`src/rtl/div_seq_ctrl.sv`:
```
// ---------------------------------------------------------------------------
// div_seq_ctrl
//
// Multi-cycle RV32M divide/remainder control stage wrapped around a purely
// combinational unsigned divider core (divider_unsigned, also in this file).
// An operation is accepted through a valid/ready handshake. Signed operands
// are converted to magnitudes and registered. The registered magnitudes then
// drive the core, unchanged, for WAIT_CYCLES cycles so the core can be timed
// as a multicycle path. After that window the quotient or remainder is
// sign-corrected and held on a second valid/ready handshake. Divide-by-zero
// and signed overflow are resolved on the accept cycle without the core.
//
// Optional feature macro: DIV_FAST_PATH_EN
//   When defined, operands with |rs2| > |rs1| bypass the core. The quotient
//   is 0 and the remainder is rs1, and the result is ready one cycle after
//   accept.
//
// Parameters:
//   XLEN        operand/result width (core is built with N = XLEN)
//   WAIT_CYCLES core settle cycles, 1..15
//
// Ports:
//   clk        clock, rising edge
//   rst_n      asynchronous active-low reset
//   flush      synchronous kill of any in-flight operation
//   in_valid   request valid
//   in_ready   high exactly when IDLE
//   op         00 DIV, 01 DIVU, 10 REM, 11 REMU
//   rs1, rs2   dividend, divisor
//   in_tag     destination tag, passed through to out_tag
//   out_valid  result valid (state DONE)
//   out_ready  consumer accepts the result
//   result     final rd value
//   out_tag    tag belonging to result
//   busy       state is not IDLE
// ---------------------------------------------------------------------------

// Restoring unsigned divider, fully combinational. The carry bit holds the
// bit shifted out of the partial remainder. When it is set, the shifted value
// is >= 2^N > divisor, so a subtract is due, and the N-bit wrap-around
// difference is exact.
module divider_unsigned #(
  parameter int N = 32
) (
  input  logic [N-1:0] dividend,
  input  logic [N-1:0] divisor,
  output logic [N-1:0] quotient,
  output logic [N-1:0] remainder
);

  logic [N-1:0] part_rem;
  logic         carry;

  always_comb begin
    part_rem = '0;
    carry    = 1'b0;
    quotient = '0;
    for (int i = N - 1; i >= 0; i--) begin
      {carry, part_rem} = {part_rem, dividend[i]};
      if (carry || (part_rem >= divisor)) begin
        part_rem    = part_rem - divisor;
        quotient[i] = 1'b1;
      end
    end
    remainder = part_rem;
  end

endmodule

module div_seq_ctrl #(
  parameter int XLEN        = 32,
  parameter int WAIT_CYCLES = 4
) (
  input  logic            clk,
  input  logic            rst_n,
  input  logic            flush,
  input  logic            in_valid,
  output logic            in_ready,
  input  logic [1:0]      op,
  input  logic [XLEN-1:0] rs1,
  input  logic [XLEN-1:0] rs2,
  input  logic [4:0]      in_tag,
  output logic            out_valid,
  input  logic            out_ready,
  output logic [XLEN-1:0] result,
  output logic [4:0]      out_tag,
  output logic            busy
);

  typedef enum logic [1:0] {
    IDLE = 2'd0,
    CALC = 2'd1,
    DONE = 2'd2
  } state_t;

  localparam logic [3:0]      CNT_LOAD = 4'(WAIT_CYCLES - 1);
  localparam logic [XLEN-1:0] INT_MIN  = {1'b1, {(XLEN-1){1'b0}}};

  state_t          state_q, state_d;
  logic [1:0]      op_q, op_d;
  logic [4:0]      tag_q, tag_d;
  logic [XLEN-1:0] mag_a_q, mag_a_d;
  logic [XLEN-1:0] mag_b_q, mag_b_d;
  // neg_quo: quotient needs negation (DIV only).
  // neg_rem: remainder needs negation (REM only).
  logic            neg_quo_q, neg_quo_d;
  logic            neg_rem_q, neg_rem_d;
  logic [3:0]      cnt_q, cnt_d;
  logic [XLEN-1:0] result_q, result_d;

  logic            signed_op;
  logic            is_rem;
  logic [XLEN-1:0] abs_a;
  logic [XLEN-1:0] abs_b;
  logic            div_by_zero;
  logic            overflow;
  logic [XLEN-1:0] core_quo;
  logic [XLEN-1:0] core_rem;
  logic [XLEN-1:0] core_sel;
  logic            core_neg;

  // The core sees only registered magnitudes, so its inputs stay constant
  // for the whole settle window.
  divider_unsigned #(.N(XLEN)) u_core (
    .dividend  (mag_a_q),
    .divisor   (mag_b_q),
    .quotient  (core_quo),
    .remainder (core_rem)
  );

  // Decode of the raw request. op[0]=0 means signed, and op[1]=1 means
  // remainder. The absolute value of INT_MIN wraps to itself, which is still
  // the right unsigned magnitude.
  always_comb begin
    signed_op   = ~op[0];
    is_rem      = op[1];
    abs_a       = (signed_op && rs1[XLEN-1]) ? -rs1 : rs1;
    abs_b       = (signed_op && rs2[XLEN-1]) ? -rs2 : rs2;
    div_by_zero = (rs2 == '0);
    overflow    = signed_op && (rs1 == INT_MIN) && (rs2 == '1);
  end

  // Choose the core output selected by the registered op and apply the
  // registered sign correction.
  always_comb begin
    core_sel = op_q[1] ? core_rem : core_quo;
    core_neg = op_q[1] ? neg_rem_q : neg_quo_q;
  end

  // Next-state logic. Flush wins over the accept and over the output
  // handshake. The payload registers keep their values on flush, and only
  // the state returns to IDLE.
  always_comb begin
    state_d   = state_q;
    op_d      = op_q;
    tag_d     = tag_q;
    mag_a_d   = mag_a_q;
    mag_b_d   = mag_b_q;
    neg_quo_d = neg_quo_q;
    neg_rem_d = neg_rem_q;
    cnt_d     = cnt_q;
    result_d  = result_q;

    if (flush) begin
      state_d = IDLE;
    end else begin
      case (state_q)
        IDLE: begin
          if (in_valid) begin
            op_d      = op;
            tag_d     = in_tag;
            mag_a_d   = abs_a;
            mag_b_d   = abs_b;
            neg_quo_d = (op == 2'b00) && (rs1[XLEN-1] ^ rs2[XLEN-1]);
            neg_rem_d = (op == 2'b10) && rs1[XLEN-1];
            if (div_by_zero) begin
              result_d = is_rem ? rs1 : '1;
              state_d  = DONE;
            end else if (overflow) begin
              result_d = is_rem ? '0 : INT_MIN;
              state_d  = DONE;
`ifdef DIV_FAST_PATH_EN
            end else if (abs_b > abs_a) begin
              // A divisor larger than the dividend gives quotient 0 and
              // leaves the dividend as the remainder, including its sign.
              result_d = is_rem ? rs1 : '0;
              state_d  = DONE;
`endif
            end else begin
              cnt_d   = CNT_LOAD;
              state_d = CALC;
            end
          end
        end
        CALC: begin
          if (cnt_q == 4'd0) begin
            result_d = core_neg ? -core_sel : core_sel;
            state_d  = DONE;
          end else begin
            cnt_d = cnt_q - 4'd1;
          end
        end
        DONE: begin
          if (out_ready) begin
            state_d = IDLE;
          end
        end
        default: begin
          state_d = IDLE;
        end
      endcase
    end
  end

  // State and payload registers with asynchronous active-low reset.
  always_ff @(posedge clk or negedge rst_n) begin
    if (!rst_n) begin
      state_q   <= IDLE;
      op_q      <= '0;
      tag_q     <= '0;
      mag_a_q   <= '0;
      mag_b_q   <= '0;
      neg_quo_q <= 1'b0;
      neg_rem_q <= 1'b0;
      cnt_q     <= '0;
      result_q  <= '0;
    end else begin
      state_q   <= state_d;
      op_q      <= op_d;
      tag_q     <= tag_d;
      mag_a_q   <= mag_a_d;
      mag_b_q   <= mag_b_d;
      neg_quo_q <= neg_quo_d;
      neg_rem_q <= neg_rem_d;
      cnt_q     <= cnt_d;
      result_q  <= result_d;
    end
  end

  // The handshake outputs are decoded from state alone, so no input has a
  // combinational path to them.
  always_comb begin
    in_ready  = (state_q == IDLE);
    busy      = (state_q != IDLE);
    out_valid = (state_q == DONE);
    result    = result_q;
    out_tag   = tag_q;
  end

endmodule

```
`config.mk`:
```
export PLATFORM = sky130hd
export DESIGN_NAME = div_seq_ctrl
export DESIGN_NICKNAME = d
export VERILOG_FILES = /design/src/rtl/div_seq_ctrl.sv
export SDC_FILE = /design/constraint.sdc
export NUM_CORES = 2
export LEC_CHECK = 0
export ABC_AREA = 0
export BUFFER_PORTS_ARGS = -buffer_cell sky130_fd_sc_hd__buf_2
export CORE_MARGIN = 2
export CORE_UTILIZATION = 50
export CTS_BUF_LIST = sky130_fd_sc_hd__clkbuf_4
export CTS_CLUSTER_SIZE = 10
export DETAILED_ROUTE_END_ITERATION = 12
export PLACE_DENSITY_LB_ADDON = 0.05
export SYNTH_ARGS = -nofsm -noshare
export SYNTH_HDL_FRONTEND = slang
export SYNTH_HIERARCHICAL = 1
export SYNTH_SLANG_ARGS = --single-unit
```
`constraint.sdc`:
```
create_clock -name clk -period 361.1 [get_ports clk]
set_input_delay 54.165 -clock clk [delete_from_list [all_inputs] [get_ports clk]]
set_output_delay 54.165 -clock clk [all_outputs]
set_load 0.03 [all_outputs]
```
======== Word-level counts from Yosys, hierarchy flattened ========
Index checks and enable logic that the tools add are counted.
operators by class
  add/subtract/negate cells ............... 36
  order comparisons ....................... 32
  eq/ne operators ......................... 14
  multiplexer cells ....................... 88
  bitwise operators ....................... 3
  reduce and logical (&&, ||, !) cells .... 47
operators by type and width
  kind                    count
  $mux W32                42
  $ge A32 B32 Y1          31
  $sub A32 B32 Y32        31
  $neg A32 Y32            3
  $eq A32 B32 Y1 const B  2
  $pmux W32 S2            1
  $mux W1                 33
  $ge A1 B32 Y1           1
  $logic_not A32 Y1       1
  $sub A1 B32 Y32         1
  $logic_or A1 B1 Y1      31
  $mux W4                 4
  $mux W2                 6
  $ne A2 B2 Y1 const B    5
  $pmux W4 S2             1
  $logic_and A1 B1 Y1     6
  $ne A3 B3 Y1 const B    2
  $pmux W2 S3             1
  $reduce_and A3 Y1       2
  $reduce_and A6 Y1       1
  $reduce_and A5 Y1       1
  $eq A2 B2 Y1 const B    2
  $logic_not A2 Y1        2
  $logic_not A4 Y1        1
  other kinds (7)         9
word-level totals
  register bits ........................... 111
  input bits .............................. 76
  output and inout bits ................... 40
  word-level logic and storage cells ...... 229

======== Logic depth before layout (Yosys ltp) ========
  word-level depth ........................ 100
  gate-level depth with buffers ........... 829
  depth with buffers taken out ............ 766

======== Hierarchy ========
The synthesis kept the hierarchy.
modules (own cells, without submodules)
  module            times used  cells each  area each (um^2)  sequential area each (um^2)
  divider_unsigned  1           8477        59623.4           0.0
  div_seq_ctrl      1           877         7639.8            2752.6

======== Worst setup path after synthesis ========
OpenSTA, ideal clock, no wires.
  path type ............................... reg2reg
  from .................................... reg mag_b_q[1]
  to ...................................... reg result_q[27] (netlist: result[27])
  setup time .............................. 0.126 ns
  arrival ................................. 146.108 ns
  required time ........................... 360.974 ns
  setup slack ............................. 214.866 ns
  stages on the path, launching flop included .. 803
  path buffers ............................ 70
  clock period less this slack ............ 146.234 ns
  path through ............................ dfrtp_1 -> inv_2 -> clkbuf_1 -> ha_1 -> clkbuf_1 -> a21oi_2 -> nor3_2 -> clkbuf_1 -> a21boi_0 -> ha_1 -> nand2_1 -> o211ai_1 -> a211oi_1 -> nor2_1 -> a2111oi_2 -> and2_1 -> buf_6 -> clkbuf_1 -> [... 767 more ...] -> a21o_1 -> a21o_1 -> a21o_1 -> a21o_1 -> a21o_1 -> a21o_1 -> a21o_1 -> a21oi_1 -> o21ai_0 -> a221o_1 -> buf_4 -> mux2_1 -> or4b_1 -> a222oi_1 -> nand3_2 -> o31ai_1 -> xor2_1 -> a221o_1
on the way
  elaborated cells on any way between the ends .. 160
  those cells by class .................... add/sub (33); order compare (32); mux (64); reduce/logical (31)
RTL lines
  element                                                  line    RTL
  start, declared                                          103     logic [XLEN-1:0] mag_b_q, mag_b_d;
  start signal, assigned                                   232     mag_b_q <= mag_b_d;
  $sub A1 B32 Y32 / $ge A1 B32 Y1 (equally long branches)  61, 60
  $mux W32                                                 60      if (carry || (part_rem >= divisor)) begin
  $ge A32 B32 Y1                                           60
  $logic_or A1 B1 Y1                                       60
  $mux W32                                                 60
  $ge A32 B32 Y1                                           60
  $logic_or A1 B1 Y1                                       60
  $mux W32                                                 60
  [... 16 more ...]                                        --
  $logic_or A1 B1 Y1 (*)                                   60
  $mux W1 (*)                                              60
  via core_quo[23]                                         117     logic [XLEN-1:0] core_quo;
  $mux W32 (*)                                             146     core_sel = op_q[1] ? core_rem : core_quo;
  $neg A32 Y32 (*)                                         197     result_d = core_neg ? -core_sel : core_sel;
  $mux W32 (*)                                             197
  $mux W32 (*)                                             196     if (cnt_q == 4'd0) begin
  $pmux W32 S2 (*)                                         167     case (state_q)
  end signal, assigned                                     236     result_q <= result_d;
  end, declared                                            109     logic [XLEN-1:0] result_q, result_d;
Mark *: on every way through the listed nets, which the timed path passes. The rest lies on a longest branch. The select of a mux whose other input is x is not followed.
A chain may end at the register's enable or synchronous reset.

==> reports/qor.yml <==
worst_setup_path:
  slowest_stage: "o21ai_0"
  cp_common_cell: "o21ai_0"
  r2r_end: "result[28]"
  cp.required_ns: 361.67
  endpoint_kind: "flip-flop"
  r2r_setup_slack_ns: 185.00
  crit_type: "reg2reg"
  cp_slowest_stage_delay_ns: 1.17
  rr_worst_depth: 750
  cp-start-kind: "flip-flop"
  cp_max_fo: 41
  cp_data_arrival_time_ns: 176.67
  r2r_start: "mag_b_q[1]"
clock_network:
  tritoncts: "built"
  numCtsBuffers: 9
  cts_setup_buffers: 0
  clock-sinks: 110
  clkTransAtPathRegs_ns: 0.27
  cts_max_level: 3
  clkLatencyLatePin_ns: 0.67
  clockBufferDepth: 2
  cts.repair.resized: 0
  clockRootBuffer: "clkbuf_4"
  cts_hold_buffers: 0
timing:
  final_max_slew_viol_count: 0
  fmaxAchievable_mhz: 5.679
  tightest_slew_ns: 1.350
  finalHoldViolations: 0
  rsz0062_at_grt: "no"
  final.setup.tns_ns: 0
  fin_crit_ns: 176.10
  clock_skew_ns: 0.03702
  finalCritPeriodShare: 0.4877
  fin_ws_ns: 185.00
  max_slew_margin: 0.09727
  setup_viol: 0
synth:
  syn_nets: 10460
  synth.distinct_cells: 123
  ys_ff_latch: 110
  synthCells: 9354
  yosysSeqAreaShare: 0.04092
  synth_warnings: 6
  synth_top_flop_cell: "dfrtp_1"
  synthTopCellsByArea: "ha_1 19%, mux2_2 11%, nor2_1 6.0%"
  synth_top_cell_by_area: "ha_1"
  synth_area_um2: 67260
  synth_top_area_frac: 0.1860
  avgSynthCellArea_um2: 7.191
  synthArstFlopShare: 1.000
  synth_edf_count: 0
global_route:
  grt_overflow_total: 0
  grtUsageTotal: 0.4016
  grt_max_degree: 72
  antenna_found_initial: 13
  grt_pass1_wl_um: 419800
  grt_pass1_vias: 65660
route:
  detail-route-antenna-nets: 0
  drt_first_pass_iters: 7
  num_vias: 73490
  drt_iter0_drc: 8396
  drc: 0
  drt-total-wl_um: 289900
  wl_per_cell_um: 26.05
  via_per_inst: 6.602
floorplanning:
  die_area_um2: 137500
  die_y_um: 370.8
  fp-row-count: 134
  die_x_um: 370.8
  start_util: 0.5040
  coreArea_um2: 133500
  ios: 116
worst_hold_path:
  hp-class: "reg2reg"
  whs_path_depth: 2
  min_to: "out_tag[0]"
  hold_start: "out_tag[0]"
finish:
  area.sequential_um2: 2761
  final_common_cell: "nor2_1"
  mostFrequentLayoutCells: "1077 x nor2_1, 1000 x ha_1, 800 x nand2_1"
  nets: 10460
  multiInputGateArea_um2: 61320
  areaGrowthSynthToFinish_pct: 4.014
  n_fill_cell: 13480
  drive_gt1_frac: 0.1119
placed_design:
  place_congestion: 1.035
  dpl_worst_slack_ns: 189.85
  dp_hpwl_um: 229200
  io_buffers: 115
status:
  status: "finished, final reports clean"
job:
  cap_violations: 0
through the flow:
stage	hold WS, ns	instances	utilization	area [um2]
2_1_floorplan	0.4485	9354	-	67260
3_3_place_gp	0.4578	11110	0.5229	69780
3_5_place_dp	0.4612	11110	0.5229	69780
4_1_cts	0.5203	11130	0.5241	69950
5_1_grt	0.5327	11130	0.5242	69960
6_report	0.5149	11130	0.5242	69960
kinds of logic after synthesis:
logic type               share of synthesized area
buffers and inverters                      0.04836
flip-flops                                 0.04092
AND/OR/NAND/NOR                             0.2250
multiplexers                                0.1383
XOR/XNOR                                   0.08750
AO/OA/AOI/OAI                               0.2647
adder cells (fa/ha/maj)                     0.1952
sequential cells by signal, summed over array words and instances, names as in the netlist:
register,cells
out_tag,5
cnt_q,4
neg_quo_q,1
op_q,1
state_q,2
result,32
mag_b_q,32
mag_a_q,32
neg_rem_q,1
synthesized netlist by cell type (21+ instances only):
master and instances:
nor2_1 1077, ha_1 1000, nand2_1 801, o21ai_0 726
mux2_2 630, a21oi_1 560, inv_1 560, xnor2_1 433
a21o_1 343, a21boi_0 299, xor2_1 239, nand4_1 220
nor3_1 170, nand3_1 167, mux2i_1 153, nor2b_1 147
nand2b_1 142, clkbuf_1 113, dfrtp_1 110, o21a_1 95
nor4_1 85, o21bai_1 72, a211oi_1 70, a31oi_1 70
and2_1 70, buf_2 66, or3_1 65, and3_1 61
o211ai_1 49, o31ai_1 41, a211o_1 37, mux2_1 36
fa_1 31, or2_2 29, a221o_1 28, and4_1 27
o22ai_1 25, buf_1 21, o31a_1 21
worst max-delay path: cells and delay by family, from the launching register on:
kind | cells | cell delay, ns
adders and majority gates | 35 | 12.00
muxes | 27 | 10.64
DFF | 1 | 0.81
and+or+nand+nor | 153 | 30.18
AOI/OAI and AO/OA | 560 | 119.19
xor gates and xnor gates | 1 | 0.25
buffers and inverters | 38 | 14.84
layout make-up:
type	count	share of cell area
timing repair buffer	213	0.01878
multi-input combinational	8440	0.8765
clock buffer	9	0.0009657
inverter	578	0.03103
antenna	6	0.0002146
tap	1768	0.03162
sequential	110	0.03947
clock inverter	7	0.001431
worst max-delay path by stage:
stage,start,to
6_report,mag_b_q[1],result[28]
2_1_floorplan,mag_b_q[1],result[27]
3_5_place_dp,mag_b_q[1],result[26]
3_3_place_gp,mag_b_q[1],result[26]
5_1_grt,mag_b_q[1],result[28]
4_1_cts,mag_b_q[1],result[28]
metal layers:
metal | up-vias | GRT usage | wire length [um] | share of wire
met3 | 490 | 0.07399 | 31920 | 0.11
met2 | 3571 | 0.5696 | 113800 | 0.39
met4 | 6 | 0.1440 | 12290 | 0.042
met5 | - | 0 | 50 | 0.00017
met1 | 35030 | 0.5943 | 131800 | 0.45
li1 | 34390 | - | - | -
Power is not shown: default switching activity piles up to over one toggle a cycle in this logic, so the estimate is an artifact.
